--- src/rtl/rrip_victim_sequencer_if.sv ---
// ---------------------------------------------------------------------------
// rrip_victim_sequencer_if
//   Bundle between the cache controller / SHiP predictor side (master) and
//   the RRIP victim sequencer (slave).
//
//   hit_valid, hit_index, hit_way   : cache hit notification (master -> slave)
//   miss_req, miss_index, ins_rrpv  : victim request + insertion RRPV
//   miss_ready                      : sequencer idle, miss_req accepted
//   victim_valid, victim_way        : one-cycle victim result pulse
//   busy                            : sequencer not idle
// ---------------------------------------------------------------------------
interface rrip_victim_sequencer_if #(
    parameter int SET_SIZE    = 2,
    parameter int INDEX_WIDTH = 6,
    parameter int M           = 2
);
    logic                   hit_valid;
    logic [INDEX_WIDTH-1:0] hit_index;
    logic [SET_SIZE-1:0]    hit_way;
    logic                   miss_req;
    logic [INDEX_WIDTH-1:0] miss_index;
    logic [M-1:0]           ins_rrpv;
    logic                   miss_ready;
    logic                   victim_valid;
    logic [SET_SIZE-1:0]    victim_way;
    logic                   busy;

    modport master (
        output hit_valid, hit_index, hit_way, miss_req, miss_index, ins_rrpv,
        input  miss_ready, victim_valid, victim_way, busy
    );

    modport slave (
        input  hit_valid, hit_index, hit_way, miss_req, miss_index, ins_rrpv,
        output miss_ready, victim_valid, victim_way, busy
    );
endinterface

--- src/rtl/rrip_victim_sequencer.sv ---
// ---------------------------------------------------------------------------
// rrip_victim_sequencer
//   Owns the M-bit RRPV array for every set/way of a set-associative cache and
//   selects a victim way on a miss using the RRIP scan/age loop. The chosen
//   way is loaded with the insertion RRPV supplied by the SHiP predictor.
//   Hits promote the hit way to IMMEDIATE (0) in any FSM state.
//
//   Ports:
//     clk    : clock
//     rst_n  : synchronous, active-low reset (all RRPVs -> DISTANT, FSM idle)
//     bus    : rrip_victim_sequencer_if.slave (hit, miss request, victim out)
//
//   Timing: a miss accepted in cycle T reports its victim in T+2+2k
//   (k = aging rounds) and the sequencer is ready again in T+3+2k.
// ---------------------------------------------------------------------------
module rrip_victim_sequencer #(
    parameter int ASSOCIATIVITY = 4,
    parameter int SET_SIZE      = 2,
    parameter int DEPTH         = 64,
    parameter int INDEX_WIDTH   = 6,
    parameter int M             = 2
) (
    input  logic                    clk,
    input  logic                    rst_n,
    rrip_victim_sequencer_if.slave  bus
);

    localparam logic [M-1:0] DISTANT   = '1;
    localparam logic [M-1:0] IMMEDIATE = '0;

    typedef enum logic [1:0] {
        IDLE    = 2'd0,
        SCAN    = 2'd1,
        AGE     = 2'd2,
        INSTALL = 2'd3
    } state_t;

    state_t state, state_nxt;

    // RRPV storage: one packed row of ways per set.
    logic [ASSOCIATIVITY-1:0][M-1:0] rrpv [DEPTH];

    // Request context captured at acceptance; the requester may change its
    // inputs freely afterwards.
    logic [INDEX_WIDTH-1:0] lat_index;
    logic [M-1:0]           lat_rrpv;
    logic [SET_SIZE-1:0]    lat_way;

    logic                      accept;
    logic [ASSOCIATIVITY-1:0]  distant_vec;
    logic                      found;
    logic [SET_SIZE-1:0]       found_way;

    assign accept = bus.miss_req && (state == IDLE);

    // ------------------------------------------------------------------
    // Scan of the latched set: per-way DISTANT match, then lowest index.
    // ------------------------------------------------------------------
    for (genvar w = 0; w < ASSOCIATIVITY; w++) begin : g_way_match
        assign distant_vec[w] = (rrpv[lat_index][w] == DISTANT);
    end

    assign found = |distant_vec;

    always_comb begin
        found_way = '0;
        // Walk downward so the lowest matching way is the last assignment.
        for (int w = ASSOCIATIVITY - 1; w >= 0; w--) begin
            if (distant_vec[w]) begin
                found_way = SET_SIZE'(w);
            end
        end
    end

    // ------------------------------------------------------------------
    // FSM
    // ------------------------------------------------------------------
    always_ff @(posedge clk) begin
        if (!rst_n) begin
            state <= IDLE;
        end else begin
            state <= state_nxt;
        end
    end

    always_comb begin
        state_nxt = state;
        case (state)
            IDLE:    if (accept) state_nxt = SCAN;
            SCAN:    state_nxt = found ? INSTALL : AGE;
            AGE:     state_nxt = SCAN;
            INSTALL: state_nxt = IDLE;
            default: state_nxt = IDLE;
        endcase
    end

    // ------------------------------------------------------------------
    // Request context
    // ------------------------------------------------------------------
    always_ff @(posedge clk) begin
        if (!rst_n) begin
            lat_index <= '0;
            lat_rrpv  <= '0;
            lat_way   <= '0;
        end else begin
            if (accept) begin
                lat_index <= bus.miss_index;
                lat_rrpv  <= bus.ins_rrpv;
            end
            if (state == SCAN && found) begin
                lat_way <= found_way;
            end
        end
    end

    // ------------------------------------------------------------------
    // RRPV array update. Statement order sets priority on collisions:
    // aging < hit promotion < install. So a hit during AGE keeps the hit
    // way at IMMEDIATE while the rest of the set ages, and an install on
    // the same way as a concurrent hit keeps the insertion value.
    // Aging never wraps: AGE is only entered when no way is DISTANT.
    // ------------------------------------------------------------------
    always_ff @(posedge clk) begin
        if (!rst_n) begin
            for (int s = 0; s < DEPTH; s++) begin
                rrpv[s] <= {ASSOCIATIVITY{DISTANT}};
            end
        end else begin
            if (state == AGE) begin
                for (int w = 0; w < ASSOCIATIVITY; w++) begin
                    rrpv[lat_index][w] <= rrpv[lat_index][w] + M'(1);
                end
            end
            if (bus.hit_valid) begin
                rrpv[bus.hit_index][bus.hit_way] <= IMMEDIATE;
            end
            if (state == INSTALL) begin
                rrpv[lat_index][lat_way] <= lat_rrpv;
            end
        end
    end

    // ------------------------------------------------------------------
    // Outputs (Moore)
    // ------------------------------------------------------------------
    assign bus.miss_ready   = (state == IDLE);
    assign bus.busy         = (state != IDLE);
    assign bus.victim_valid = (state == INSTALL);
    assign bus.victim_way   = lat_way;

endmodule

--- src/flat_wrapper.sv ---
// flat-port wrapper written by rule: the top's interface ports become plain ports
module rrip_victim_sequencer_flat 
#(
    parameter int ASSOCIATIVITY = 4,
    parameter int SET_SIZE      = 2,
    parameter int DEPTH         = 64,
    parameter int INDEX_WIDTH   = 6,
    parameter int M             = 2
)
  (clk, rst_n, bus_hit_valid, bus_hit_index, bus_hit_way, bus_miss_req, bus_miss_index, bus_ins_rrpv, bus_miss_ready, bus_victim_valid, bus_victim_way, bus_busy);
  rrip_victim_sequencer_if #(.SET_SIZE(SET_SIZE), .INDEX_WIDTH(INDEX_WIDTH), .M(M)) bus_i ();
  input  logic clk;
  input  logic rst_n;
  input wire logic [$bits(bus_i.hit_valid)-1:0] bus_hit_valid;
  input wire logic [$bits(bus_i.hit_index)-1:0] bus_hit_index;
  input wire logic [$bits(bus_i.hit_way)-1:0] bus_hit_way;
  input wire logic [$bits(bus_i.miss_req)-1:0] bus_miss_req;
  input wire logic [$bits(bus_i.miss_index)-1:0] bus_miss_index;
  input wire logic [$bits(bus_i.ins_rrpv)-1:0] bus_ins_rrpv;
  output wire logic [$bits(bus_i.miss_ready)-1:0] bus_miss_ready;
  output wire logic [$bits(bus_i.victim_valid)-1:0] bus_victim_valid;
  output wire logic [$bits(bus_i.victim_way)-1:0] bus_victim_way;
  output wire logic [$bits(bus_i.busy)-1:0] bus_busy;
  assign bus_i.hit_valid = bus_hit_valid;
  assign bus_i.hit_index = bus_hit_index;
  assign bus_i.hit_way = bus_hit_way;
  assign bus_i.miss_req = bus_miss_req;
  assign bus_i.miss_index = bus_miss_index;
  assign bus_i.ins_rrpv = bus_ins_rrpv;
  assign bus_miss_ready = bus_i.miss_ready;
  assign bus_victim_valid = bus_i.victim_valid;
  assign bus_victim_way = bus_i.victim_way;
  assign bus_busy = bus_i.busy;
  rrip_victim_sequencer #(.ASSOCIATIVITY(ASSOCIATIVITY), .SET_SIZE(SET_SIZE), .DEPTH(DEPTH), .INDEX_WIDTH(INDEX_WIDTH), .M(M)) u_core (.clk(clk), .rst_n(rst_n), .bus(bus_i));
endmodule
--- config.mk ---
export PLATFORM = sky130hd
export DESIGN_NAME = rrip_victim_sequencer_flat
export DESIGN_NICKNAME = d
export VERILOG_FILES = /design/src/rtl/rrip_victim_sequencer_if.sv /design/src/rtl/rrip_victim_sequencer.sv /design/src/flat_wrapper.sv
export SDC_FILE = /design/constraint.sdc
export NUM_CORES = 1
export LEC_CHECK = 0
export ABC_AREA = 1
export BUFFER_PORTS_ARGS = -buffer_cell sky130_fd_sc_hd__buf_2
export CAP_MARGIN = 20
export CORE_UTILIZATION = 35
export CTS_BUF_LIST = sky130_fd_sc_hd__clkbuf_8
export DETAILED_ROUTE_END_ITERATION = 12
export PLACE_DENSITY = 0.56
export SLEW_MARGIN = 20
export SYNTH_ARGS = -nofsm -noshare
export SYNTH_HDL_FRONTEND = slang
export SYNTH_SLANG_ARGS = --single-unit
export TNS_END_PERCENT = 1
--- constraint.sdc ---
create_clock -name clk -period 9.1 [get_ports clk]
set_input_delay 1.365 -clock clk [delete_from_list [all_inputs] [get_ports clk]]
set_output_delay 1.365 -clock clk [all_outputs]
set_load 0.005 [all_outputs]
---- Word level (Yosys, flattened, before mapping) ----
Memories as Yosys holds them, arrays and structs flattened. A register that Yosys moved wholly into a read port is not among the register bits.
Index checks and enable logic that the tools add are counted.
word-level totals
  bits in writable memories ............... 512
  memories ................................ 1
  bits of input ports ..................... 20
  bits in read-only memories .............. 0
  logic and storage cells ................. 100
  flip-flop bits (word level) ............. 12
  bits in latches ......................... 0
cells by class
  shift-type cells ........................ 0
  equality and inequality tests ........... 9
  muxes and demuxes ....................... 37
  bitwise gates (word level) .............. 32
  divide/modulo/power cells ............... 0
  $lt $le $gt $ge ......................... 4
  multipliers ............................. 0
  add/sub/neg operators ................... 4
  reduce and logical (&&, ||, !) cells .... 9
memory list
  name         words  bits a word  read ports  clocked after Yosys merged registers in  write ports  line                         RTL
  u_core.rrpv  64     8            1           1                                        64           rrip_victim_sequencer.sv:41  logic [ASSOCIATIVITY-1:0][M-1:0] rrpv [DEPTH];
operators with widths
  cell                                                                                  count
  8-bit 2-to-1 mux                                                                      6
  6-bit 2-to-1 mux                                                                      4
  1-bit 2-to-1 mux                                                                      17
  1-bit bitwise AND                                                                     16
  8-bit OR reduction                                                                    2
  2-bit 2-to-1 mux                                                                      7
  2-bit equality test (second input constant)                                           6
  2-bit by 1-bit adder with 2-bit output (second input constant)                        4
  2-bit demux with 2-bit select                                                         2
  1-bit NOT                                                                             8
  1-bit OR                                                                              8
  2-bit case mux with 4 select lines                                                    1
  6-bit equality test                                                                   1
  2-bit by 3-bit less-than comparator with 1-bit output (second input constant)         2
  2-bit by 1-bit greater-or-equal comparator with 1-bit output (second input constant)  2
  1-bit logical AND                                                                     4
  4-bit OR reduction                                                                    1
  2-bit by 1-bit equality test with 1-bit output (second input constant)                1
  2-bit zero test                                                                       1
  2-bit by 1-bit inequality test with 1-bit output (second input constant)              1
  2-bit nonzero test                                                                    1

---- Depth between registers and ports, before layout ----
Gate-level depths: netlist of run 1.
  word-level depth ........................ 10
  mapped depth ............................ 20

---- Least setup slack after synthesis of run 1 ----
OpenSTA, ideal clock, no wires.
  kind .................................... in2reg
  start ................................... in rst_n
  end ..................................... mem u_core.rrpv[23][5] (netlist bit)
  data arrival time ....................... 2.895 ns
  buffers on the path ..................... 1
  path slack .............................. 6.091 ns
  cell stages on the path ................. 9
  cell sequence ........................... nand2_1 nor2_1 inv_2 nor3_4 mux2i_1 clkbuf_1 nand2_1 o211ai_1 inv_2
RTL lines
  item             line                         RTL
  start, declared  flat_wrapper.sv:13           input logic rst_n;
  end, declared    rrip_victim_sequencer.sv:41

==> results.tsv, run 1 <==
stage	metric	value	unit
outcome	status	completed	
power	p_per_area	185	nW/um2
clock_network	clockBufferDepth	3	
sta	setup_violations	0	
worst_setup_path	cp.required	9710	ps
floorplanning	io_pins	25	
sta	fin_crit_sh	0.624	
sta	tightest_slew	1160	ps
clock_network	cts_hold_buf	0	
sta	hold_viol_final	0	
yosys	yosysWarnings	0	
floorplanning	start_util	0.353	
grt	gr-total-overflow	0	
yosys	yosys_register_bits	530	
sta	relSlewSlack	0.225	
clock_network	cts.sinks	530	
sta	worst_slack	3420	ps
yosys	async_reset_ff_frac	0	
grt	antenna_found_initial	3	
sta	rsz0062_at_grt	false	
floorplanning	rows	109	
clock_network	cts_root_buffer	clkbuf_8	
yosys	synth_top_area_share	0.341	
cells_and_area	finalNonFillerCells	6198	
clock_network	htree_levels	3	
grt	grt_use_total	0.266	
yosys	synth.distinct_cells	34	
yosys	syn-num-nets	5103	
yosys	synth_common_cells	nand2_1 (1222), inv_1 (961), dfxtp_1 (530)	
grt	grt_pass1_vias	30300	
yosys	syn_inst	5079	
floorplanning	die_h	300	um
clock_network	cts_resized	0	
worst_setup_path	crit_path_end_kind	register	
worst_setup_path	crit_fanout	147	
cells_and_area	syn_to_final_growth	7.77	%
drt	via_count	32800	
clock_network	cts_made_buffers	96	
drt	drt.antenna.violating_nets	0	
clock_network	clk_pin_slew	60	ps
floorplanning	die-area	90100	um2
power	p_leak	13.4	nW
clock_network	insertion_delay	750	ps
placement	io_buffers	24	
yosys	synthMostInstantiatedCell	nand2_1	
drt	via_per_inst	5.29	
power	total_power	6.20	mW
sta	clock-skew-final	45.6	ps
clock_network	post_cts_buffers	0	
cells_and_area	layout-drive-gt1-share	0.0582	
sta	tns	0	ps
placement	dp_hpwl	74700	um
placement	post_dp_cell_area	31700	um2
grt	grt_pass1_wl	185000	um
cells_and_area	fin_util	0.380	
drt	dr.pass1.iters	6	
yosys	synth_edf_count	0	
yosys	ys_seq_area_frac	0.341	
power	ir_worst_vdd	0.227	mV
yosys	syn_area	31100	um2
flow_run	drv_cap	0	
placement	gp_congestion	0.961	
sta	drv_slew	0	
grt	grt_max_degree	148	
drt	drt-wirelength-per-cell	19.7	um
clock_network	cts_tree	done	
worst_setup_path	cp.arrival	6280	ps
cells_and_area	fin_nets	4990	
yosys	netlist_top_cells_area	dfxtp_1 (34%), nand2_1 (15%), inv_1 (12%)	
worst_setup_path	cp-start-kind	register	
sta	whs	492	ps
drt	drt_first_iter_violations	3260	
yosys	synth_largest_area_cell	dfxtp_1	
yosys	synth_ff_type	dfxtp_1	
sta	period_needed	5680	ps
floorplanning	die_w	300	um
worst_setup_path	worstSetupPathType	register to register	
drt	drc	0	
worst_hold_path	hp-class	register to register	
sta	max_freq	176	MHz
placement	dp.cells	6033	
cells_and_area	final_area	33500	um2
placement	dp_slack	3540	ps
yosys	syn_avg_cell_area	6.13	um2
floorplanning	core	88200	um2
drt	wl	122000	um
-- layout by cell type (no fill, tap or decap), types with 2 or more instances in the layout --
cell type   synthesis  final
nand4_1             4      4
buf_2              67     23
ha_1                4      4
nand3_4             0      4
nand2_4             0      3
nand2_1          1222   1218
nor3_1             20     20
clkinv_1           14     13
o211ai_2           10     10
buf_12              0      2
diode_2             0      2
inv_1             961    999
a21oi_4             4      4
o21ai_1            93     93
nor2_1            528    528
nor3_4              4      4
a211oi_1            3      3
clkbuf_8            0    118
a21oi_1            40     40
nor2_4             20     24
buf_4              30     40
o21ai_0           489    489
dfxtp_4             0      2
inv_2              33     31
o211ai_1          249    249
mux2i_4             0      4
nor2_2             14     10
nand3_1           496    496
dfxtp_1           530    527
xor2_1              3      3
o22ai_1            48     48
clkinvlp_4          0      3
clkinv_2            0      4
-- cell families after synthesis --
group	synth area share
compound gates	0.177
xor+xnor	0.000844
fa+ha+maj	0.00161
buf+inv	0.169
flops	0.341
mux	0.00153
simple gates	0.309
-- worst max-delay path, cell delays in order (launching register included) --
cell	delay (ps)
dfxtp_4	860
buf_12	560
buf_4	660
o21ai_0	160
o22ai_1	210
nor2_1	90
o21ai_0	420
nand3_1	130
nand2_1	100
ha_1	250
mux2i_4	860
buf_4	760
nand2_1	110
o211ai_1	130
inv_1	60
-- registers in the layout, indices dropped and copies added, names as in the netlist, named ones only --
| signal | cells |
|---|---|
| u_core.rrpv | 512 |
| u_core.bus.victim_way | 2 |
| u_core.lat_rrpv | 2 |
| u_core.lat_index | 6 |
| u_core.state | 2 |
-- power breakdown --
group          switching (mW)  internal (mW)  leakage (nW)
registers              0.0466           2.34          4.30
clock network            1.08           1.15          1.07
logic                    1.29          0.280          8.07
total                    2.42           3.78          13.4
-- layer usage --
| layer | share of wire | vias up | track usage |
|---|---|---|---|
| li1 | - | 15800 | - |
| met1 | 0.42 | 15200 | 0.351 |
| met2 | 0.44 | 1500 | 0.421 |
| met3 | 0.090 | 296 | 0.0452 |
| met4 | 0.047 | 0 | 0.127 |
| met5 | 0 | - | 0 |
-- final timing paths --
path                      startpoint                  to  slack, ps  depth (start not counted)
setup / recovery            register  u_core.rrpv[40][5]       3420                         14
hold / removal    u_core.rrpv[54][1]  u_core.rrpv[54][1]        490                          2
setup reg to reg            register  u_core.rrpv[40][5]       3420                         14
hold reg to reg   u_core.rrpv[54][1]  u_core.rrpv[54][1]        490                          2
-- final cells by class --
class / instances / area [um2]
antenna: 2 / 5.00
clock buffer: 118 / 1620
clock inverter: 45 / 189
fill: 9646 / 54700
inverter: 1008 / 3790
multi-input combinational: 3263 / 15400
sequential: 530 / 10600
tap: 1165 / 1460
timing repair buffer: 67 / 494
Power figures use the tool's default switching activity.
==> inputs of run 2 (changes only) <==
- ABC_AREA: 1 -> 0
- clock period: 9.1 -> 5.5 ns (I/O delays scaled with it)
==> run 2 against run 1 <==
Against the previous run:
- sequential cell count stayed put
- clock power increased by 77%
- sequential share of layout area grew 3.4 points
- largest power group is now the clock network
- cell area is 9.8% lower
==> results.tsv, run 2 <==
stage	metric	value	unit
outcome	status	completed	
worst_hold_path	hp-class	primary input to register	
sta	whs	342	ps
drt	via_count	27400	
cells_and_area	largest_reg_flops	512	
yosys	synth.area.mux_share	0.117	
yosys	yosys.area_share.simple	0.181	
yosys	netlist_top_cells_area	dfxtp_1 (39%), a221oi_1 (8.5%), nor3_1 (8.5%)	
cells_and_area	fin_nets	2953	
sta	relSlewSlack	0.213	
yosys	synthXorXnorAreaFrac	0.00194	
yosys	synth_ff_type	dfxtp_1	
floorplanning	core	76200	um2
grt	grt_use_total	0.275	
sta	drv_slew	0	
sta	fin_crit_sh	0.830	
worst_setup_path	cp.required	6010	ps
clock_network	insertion_delay	750	ps
power	p_per_area	292	nW/um2
sta	period_needed	4570	ps
floorplanning	die-area	78500	um2
worst_setup_path	path_cells	and2_1 -> buf_4 -> a22oi_1 -> a21oi_1 -> or4_1 -> mux2i_1 -> ha_1 -> mux2i_4 -> buf_12 -> a221oi_1	
cells_and_area	layout_common_cells	dfxtp_1 (527), nor3_1 (459), nor2_1 (320), a221oi_1 (264), a21oi_1 (253)	
yosys	synth_common_cells	dfxtp_1 (530), nor3_1 (461), nor2_1 (322)	
sta	clock-skew-final	52.4	ps
floorplanning	start_util	0.355	
grt	grt_pass1_vias	26600	
cells_and_area	syn_to_final_growth	11.8	%
clock_network	htree_levels	3	
clock_network	cts_resized	0	
power	p_leak	8.99	nW
sta	tns	0	ps
clock_network	clockBufferDepth	3	
yosys	syn_inst	3029	
drt	dr.pass1.iters	6	
grt	gr-total-overflow	0	
yosys	synth_top_family_by_area	compound AO/OA/AOI/OAI gates	
yosys	synth_edf_count	0	
placement	dp_hpwl	69100	um
grt	antenna_found_initial	1	
floorplanning	die_w	280	um
clock_network	post_cts_buffers	0	
yosys	synth_compound_area_frac	0.257	
yosys	synth_largest_area_cell	dfxtp_1	
worst_setup_path	crit_slowest_cell	dfxtp_4	
cells_and_area	layout-drive-gt1-share	0.125	
clock_network	cts_root_buffer	clkbuf_8	
power	total_power	8.84	mW
placement	gp_congestion	0.913	
worst_setup_path	worstSetupPathType	register to register	
drt	drt-wirelength-per-cell	27.5	um
clock_network	cts.sinks	530	
drt	wl	111000	um
floorplanning	die_h	280	um
sta	tightest_slew	1160	ps
yosys	synthAdderAreaFrac	0.00185	
sta	max_freq	219	MHz
yosys	syn_area	27100	um2
cells_and_area	final_area	30300	um2
cells_and_area	fin_util	0.397	
clock_network	cts_made_buffers	95	
clock_network	cts_hold_buf	0	
yosys	yosysWarnings	0	
drt	drt.antenna.violating_nets	0	
placement	io_buffers	24	
yosys	async_reset_ff_frac	0	
drt	via_per_inst	6.77	
worst_setup_path	cp-start-kind	register	
clock_network	cts_tree	done	
floorplanning	rows	101	
cells_and_area	largest_registers	u_core.rrpv: 512 flops, u_core.lat_index: 6 flops	
drt	drc	0	
yosys	syn-num-nets	3053	
worst_setup_path	cp_top_family	simple AND/OR/NAND/NOR gates	
clock_network	clk_pin_slew	60	ps
sta	rsz0062_at_grt	false	
yosys	syn_avg_cell_area	8.94	um2
worst_setup_path	cp.arrival	5080	ps
drt	drt_first_iter_violations	3620	
cells_and_area	layout_commonest_cell	dfxtp_1	
yosys	ys_seq_area_frac	0.392	
placement	post_dp_cell_area	28200	um2
yosys	yosys_register_bits	530	
grt	grt_max_degree	163	
grt	grt_pass1_wl	166000	um
sta	hold_viol_final	0	
worst_setup_path	cp_slowest_stage_delay	770	ps
yosys	synth_top_area_share	0.392	
worst_setup_path	worst-path-buf-inv	2	
sta	setup_violations	0	
power	ir_worst_vdd	0.177	mV
worst_setup_path	crit_path_end_kind	register	
flow_run	drv_cap	0	
yosys	synth.distinct_cells	55	
yosys	synthMostInstantiatedCell	dfxtp_1	
floorplanning	io_pins	25	
worst_setup_path	crit_fanout	56	
cells_and_area	regMostFlops	u_core.rrpv	
## run 2: changes by cell type in the layout (fill, tap and decap cells not counted), sizes merged, moves of 70 or more
| cell | change |
|---|---|
| mux4 | +80 |
| nand2 | -1025 |
| a221oi | +264 |
| nor2 | -240 |
| a21oi | +210 |
| o21ai | -575 |
| inv | -997 |
| o211ai | -259 |
| a22oi | +70 |
| a221o | +180 |
| mux2i | +133 |
| nand3 | -494 |
| nor3 | +437 |
## run 2: path summary, 6_finish.rpt
path | end | depth (start not counted) | slack [ps] | startpoint
worst max-delay path | u_core.rrpv[34][1] | 10 | 930 | register
worst max register to register | u_core.rrpv[34][1] | 10 | 930 | register
worst min-delay path | u_core.lat_rrpv[1] | 3 | 340 | bus_ins_rrpv[1]
worst min register to register | u_core.rrpv[51][1] | 1 | 520 | u_core.rrpv[51][1]
## run 2: cell families (layout without fill, tap and decap cells)
group                      after synthesis  count (layout)
and+or+nand+nor                       1072            1072
AOI/OAI and AO/OA                      898             898
DFF                                    530             530
buffers and inverters                  302             282
muxes                                  217             217
xor gates and xnor gates                 6               6
adders and majority gates                4               4
other                                    0               3
## run 2: final cells by class
| cell class | count | area (um2) |
|---|---|---|
| Tap cell | 1030 | 1290 |
| Antenna cell | 3 | 7.51 |
| Clock inverter | 52 | 297 |
| Clock buffer | 125 | 1720 |
| Sequential cell | 530 | 10600 |
| Timing Repair Buffer | 102 | 962 |
| Multi-Input combinational cell | 2197 | 15400 |
| Fill cell | 7548 | 45900 |
| Inverter | 3 | 18.8 |
## run 2: per-stage QoR
| step | std cells | setup slack, ps |
|---|---|---|
| after floorplan | 3029 | 1710 |
| after global placement | 3859 | 1230 |
| after detailed placement | 3860 | 1210 |
| after CTS | 4037 | 1180 |
| after global routing | 4042 | 984 |
| final | 4042 | 935 |
## run 2: where the power goes
part           total, mW  switching (mW)  internal [mW]
logic              0.959           0.721          0.238
clock network       3.96            1.83           2.13
registers           3.92          0.0567           3.87
total               8.84            2.61           6.24
## run 2: per-layer routing
layer	global-route usage	part of all wire	vias to the layer above
li1	-	-	11800
met1	0.353	0.40	13500
met2	0.423	0.44	1714
met3	0.0634	0.10	386
met4	0.161	0.059	0
met5	0	0	-
## run 2: tightest hold or removal path, cell delays in order
cell and delay [ps]:
buf_2 100, nand2_1 40, a21oi_1 50
